--- config.mk ---
export PLATFORM = sky130hd
export DESIGN_NAME = pc_sequencer
export DESIGN_NICKNAME = d
export VERILOG_FILES = /design/src/rtl/pc_sequencer.sv
export SDC_FILE = /design/constraint.sdc
export NUM_CORES = 1
export LEC_CHECK = 0
export BUFFER_PORTS_ARGS = -buffer_cell sky130_fd_sc_hd__buf_4
export CORE_ASPECT_RATIO = 2
export CORE_MARGIN = 3
export CORE_UTILIZATION = 30
export CTS_CLUSTER_SIZE = 40
export DETAILED_ROUTE_END_ITERATION = 10
export HOLD_SLACK_MARGIN = 0.08
export SETUP_SLACK_MARGIN = 0.2
export SYNTH_ARGS = -nofsm -noshare
export SYNTH_HDL_FRONTEND = slang
export SYNTH_SLANG_ARGS = --single-unit
--- constraint.sdc ---
create_clock -name clk -period 3.4 [get_ports clk]
set_input_delay 0.51 -clock clk [delete_from_list [all_inputs] [get_ports clk]]
set_output_delay 0.51 -clock clk [all_outputs]
set_load 0.01 [all_outputs]
--- src/rtl/pc_sequencer.sv ---
// Program counter owner at the front of fetch: sequential, branch, stall and
// debugger-driven PC selection plus run/halt/single-step control.
module pc_sequencer #(
  parameter logic [31:0] RESET_PC      = 32'h0000_0000,
  parameter bit          HALT_ON_RESET = 1'b0
) (
  input  logic        clk,
  input  logic        rst,
  input  logic        stall_i,
  input  logic        br_taken_i,
  input  logic [31:0] br_target_i,
  input  logic        dbg_halt_req_i,
  input  logic        dbg_resume_req_i,
  input  logic        dbg_step_i,
  input  logic        dbg_pc_we_i,
  input  logic [31:0] dbg_pc_wdata_i,
  output logic [31:0] pc_o,
  output logic        fetch_valid_o,
  output logic        halted_o,
  output logic        dbg_pc_ack_o
);

  typedef enum logic [1:0] {
    ST_RUN    = 2'd0,
    ST_HALTED = 2'd1,
    ST_STEP   = 2'd2
  } state_e;

  localparam state_e RESET_STATE = HALT_ON_RESET ? ST_HALTED : ST_RUN;

  function automatic logic [31:0] word_align(input logic [31:0] addr);
    return {addr[31:2], 2'b00};
  endfunction

  state_e      state_q, state_d;
  logic [31:0] pc_q, pc_d;
  logic        pend_q, pend_d;
  logic        ack_q, ack_d;
  logic [31:0] seq_pc_s;

  // Next PC while executing: branch beats stall, stall beats +4.
  always_comb begin
    seq_pc_s = pc_q + 32'd4;
    if (br_taken_i) begin
      seq_pc_s = word_align(br_target_i);
    end else if (stall_i) begin
      seq_pc_s = pc_q;
    end else begin
      seq_pc_s = pc_q + 32'd4;
    end
  end

  always_comb begin
    state_d = state_q;
    pc_d    = pc_q;
    pend_d  = pend_q;
    ack_d   = 1'b0;
    case (state_q)
      ST_RUN: begin
        pc_d = seq_pc_s;
        // The halting cycle still fetches, so PC advances before stopping.
        if (!stall_i && (pend_q || dbg_halt_req_i)) begin
          state_d = ST_HALTED;
          pend_d  = 1'b0;
        end else if (dbg_halt_req_i) begin
          pend_d  = 1'b1;
        end else begin
          pend_d  = pend_q;
        end
      end
      ST_HALTED: begin
        pend_d = 1'b0;
        if (dbg_pc_we_i) begin
          pc_d  = word_align(dbg_pc_wdata_i);
          ack_d = 1'b1;
        end else begin
          pc_d  = pc_q;
        end
        if (dbg_resume_req_i) begin
          state_d = ST_RUN;
        end else if (dbg_step_i) begin
          state_d = ST_STEP;
        end else begin
          state_d = ST_HALTED;
        end
      end
      ST_STEP: begin
        pc_d   = seq_pc_s;
        pend_d = 1'b0;
        if (!stall_i) begin
          state_d = ST_HALTED;
        end else begin
          state_d = ST_STEP;
        end
      end
      default: begin
        state_d = RESET_STATE;
        pc_d    = RESET_PC;
        pend_d  = 1'b0;
      end
    endcase
  end

  always_ff @(posedge clk or posedge rst) begin
    if (rst) begin
      state_q <= RESET_STATE;
      pc_q    <= RESET_PC;
      pend_q  <= 1'b0;
      ack_q   <= 1'b0;
    end else begin
      state_q <= state_d;
      pc_q    <= pc_d;
      pend_q  <= pend_d;
      ack_q   <= ack_d;
    end
  end

  assign pc_o          = pc_q;
  assign halted_o      = (state_q == ST_HALTED);
  assign fetch_valid_o = ((state_q == ST_RUN) || (state_q == ST_STEP)) && !stall_i;
  assign dbg_pc_ack_o  = ack_q;

endmodule

Word-level counts from Yosys, hierarchy flattened

Index checks and enable logic that the tools add are counted.

$add $sub $neg: 1
$mul: 0
Div/mod/pow operators: 0
Magnitude comparators: 0
Eq/ne operators: 6
Shift-type cells: 0
Mux-type cells: 14
Bitwise logic cells: 0
Reduce and logical (&&, ||, !) cells: 8

Operators with widths:

| operator              | number |
|---|---|
| $mux 32               | 3 |
| $pmux 32 s2           | 1 |
| $add 32x3->32 const B | 1 |
| $mux 2                | 4 |
| $pmux 2 s3            | 1 |
| $mux 1                | 5 |
| $ne 2x2->1 const B    | 2 |
| $ne 3x2->1 const B    | 1 |
| $ne 3x3->1 const B    | 1 |
| $eq 2x1->1 const B    | 1 |
| $eq 2x2->1 const B    | 1 |
| $logic_and 1x1->1     | 2 |
| $logic_not 2->1       | 1 |
| $logic_or 1x1->1      | 2 |
| $reduce_and 2->1      | 1 |
| $reduce_or 2->1       | 1 |
| $logic_not 1->1       | 1 |

Register bits: 36
Latch bits: 0
RAM bits: 0
Memory bits (read-only): 0
Bits of input ports: 72
Output and inout bits: 35
Logic and storage cells: 33
Memories kept: 0

Longest topological paths before layout

Depth after elaboration: 4
Mapped depth: 7
Gate-level depth less buffers: 6

Least setup slack after synthesis

OpenSTA, ideal clock, no wires.

Path type: reg-to-output
From: reg state_q[1]
To: out halted_o
Arrival time: 1.248 ns
Data required time: 2.890 ns
Setup slack: 1.642 ns
Stages on the path, launching flop included: 5
Buffers on the path: 2
Cells stage by stage: dfrtp_1 > nand2b_1 > inv_4 > clkbuf_1 > clkbuf_1

Cells in the longest elaborated chain, start to end: 1

Ends and longest elaborated chain:

| item                     | RTL line | RTL |
|---|---|---|
| start: declaration       | 35       | `state_e state_q, state_d;` |
| start signal: assignment | 111      | `state_q <= state_d;` |
| $eq 2x1->1               | 119      | `assign halted_o = (state_q == ST_HALTED);` |
| end: declaration         | 19       | `output logic halted_o,` |

Every way passes these cells.

Worst setup path in the final report

From: reg state_q[0]
To: out halted_o

The elaborated chain is that of the path after synthesis.

==> run metrics <==
outcome=finished, final reports clean; Critical Path End Type=primary output; Req. time, crit path=2890 ps; max-slew violations=0; CP Class=flop to primary output; TNS Setup=0 ps; total grt overflow=0; FFs w/ async S/R, synth=100%; Routed Antenna Nets=0; crit start category=flop; CTS tree=built; initial antenna violation count=0; Hold Path Class=input port to asynchronous set/reset pin; M1 WL=3330 µm; adder-cell area share of the yosys netlist=0.486%; proportion of synthesized area in mux cells=2.33%; synthesized area=2570 µm²; register area share after synthesis=33.1%; Starting Density=31.0%; Gate Count Post-Synth=327; CTS root buf=clkbuf_16; crit share post-route=72.3%; Die ar.=9790 µm²; dpl hpwl=7080 µm; Slowest Stage Delay on Critical Path=720 ps; first-pass GRT wire length=14600 µm; Ports=107; area grow syn2layout=37.7%; setup bufs post-CTS=0; final setup fails=0; actual slew at the worst max-slew pin=623 ps; highest metal used=met4; CTS Buf Count=5; vias in the first global route=3034; peak supply drop=0.267 mV; Post-Route Utilization=42.7%; All-Layer GR Usage=19.0%; Fmax=0.407 GHz; unrepaired setup endpoints after global routing=false; share of post-route cells with drive strength above 1=29.2%; largest net degree at the start of global routing=35; port bufs=100; Synth Area in Simple Gates=27.2%; H-tree lvl count=2; CP arrival=1950 ps; Starting DRT DRC Count=154; Ys Warns=0; Top cell by count, worst path=buf_4; EDFF count, synth=0; met3 wire length=374 µm; Synth Area in Compound Gates=25.5%; drt pass-1 iters=4; clock skew=5.25 ps; Synth top area share=33.1%; post-CTS sizing=0; minimum clock period=2460 ps; most common flop cell mapped by yosys=dfrtp_1; leakage=1.63 nW; Slew HR=58.1%; Pwr Total=1.94 mW; # nets final=493; TritonCTS Sinks=34; final hold viol count=0; vias per inst=5.62; most frequent cells in the layout=107 x buf_4, 34 x dfrtp_1, 32 x nor2_1, 30 x nand2_1, 24 x o21ai_0; PD cells=547 nW/µm²; width of the die=71.5 µm; metal2 WL=5400 µm; number of remaining DRC errors=0; per-cell routed wire length=18.0 µm; Fill cells=868; largest family of logic cells by synthesized area=simple AND/OR/NAND/NOR gates; xor/xnor share of the synthesized area=4.08%; cell taking the most area after synthesis=dfrtp_1; # diodes=0; CTS hold repair buffers=0; ranking of synthesized cells by area=dfrtp_1 33%, a21oi_1 4.7%, o21ai_0 4.7%; syn_area_per_cell=7.87 µm²; Slowest-stage cell, CP=dfrtp_1; Max clock buf depth=2; Cell variety after synth=52; CP Cell Sequence=buf_4 -> nand2b_1 -> inv_4 -> buf_4; final wirelength=9360 µm; total of max-cap violations=0; Rows=47; RePlAce Congestion=0.829; Seq cells post-synth=34; chip height=137 µm; Vias=2919; commonest non-fill, non-tap cell in the layout=buf_4; area of the core=8290 µm²; worst-path maximum fanout=34; clk slew on worst S/H paths=60 ps; Clk Latency, worst-skew pair=280 ps
## sequential cells by signal (all words and copies together) (netlist names)
name and cells:
pc_o 30, dbg_pc_ack_o 1, pend_q 1, state_q 2
## path summary, 6_finish.rpt
kind | startpoint | end | slack [ps] | cells after the start
worst max-delay path | state_q[0] | halted_o | 940 | 4
worst min-delay path | rst | dbg_pc_ack_o | 340 | 3
worst max register to register | state_q[0] | pc_o[22] | 1090 | 6
worst min register to register | pend_q | state_q[0] | 520 | 2
max in group asynchronous | rst | pc_o[2] | 2720 | 3
min in group clk | dbg_resume_req_i | state_q[0] | 440 | 2
## area by class of cell
class,count,area [µm²],share of cell area (%)
Clock buffer,7,143,4.02
Clock inverter,1,5.00,0.141
Inverter,14,55.1,1.55
Multi-Input combinational cell,257,1550,43.6
Sequential cell,34,851,24.0
Tap cell,98,123,3.46
Timing Repair Buffer,108,823,23.2
## report_power, final
part	internal, mW	total (mW)	leakage, nW	switching (mW)
logic	0.381	0.765	1.14	0.384
registers	0.514	0.714	0.413	0.200
clock network	0.290	0.459	0.0739	0.169
## per-stage QoR
stage	hold WS, ps	std cells	setup WS, ps	area (µm²)
6_report	344	519	943	3540
3_3_place_gp	472	511	1160	3400
4_1_cts	362	519	945	3540
2_1_floorplan	467	328	1640	2580
5_1_grt	398	519	822	3540
3_5_place_dp	507	511	1140	3400
## kinds of logic (layout without fill, tap and decap cells)
logic type      count (synthesis)  after routing
mux                             6              6
fa+ha+maj                       1              1
compound gates                101            101
other cells                     1              2
buf+inv                        37            130
xor+xnor                       12             12
flops                          34             34
simple gates                  135            135
## synth_stat cells (2+ instances only)
library cell  instances
nor3_1                5
nand3_1              21
a311oi_1              3
nor2b_1               2
a21oi_1              24
buf_2                 2
o22ai_1               5
xnor2_1               7
a21o_1                4
o31ai_1               2
nand2b_1              3
and4_1                4
a221oi_1              8
inv_1                13
and3_2                2
o21ai_0              24
buf_6                 4
mux2i_1               6
o211ai_1              7
a211oi_1              2
and3_1               14
and2_1                3
nand4_1               9
buf_4                 3
nand2_1              30
a31oi_1               7
a2bb2oi_1             2
xor2_1                5
o31a_1                2
nor2_1               32
nor4_1                3
o21bai_1              3
clkbuf_1             14
dfrtp_1              34
## per-layer routing
metal  up-vias  GRT usage, %
li1       1397             -
met1      1418          19.1
met2        81          37.5
met3        23          2.57
met4         0          8.05
met5         -             0
## worst max-delay path: cells and delay by family (launching register included)
family        cells  cell delay [ps]
flops             1              720
simple gates      1              140
buf+inv           3              810
(Power assumes the default switching activity.)
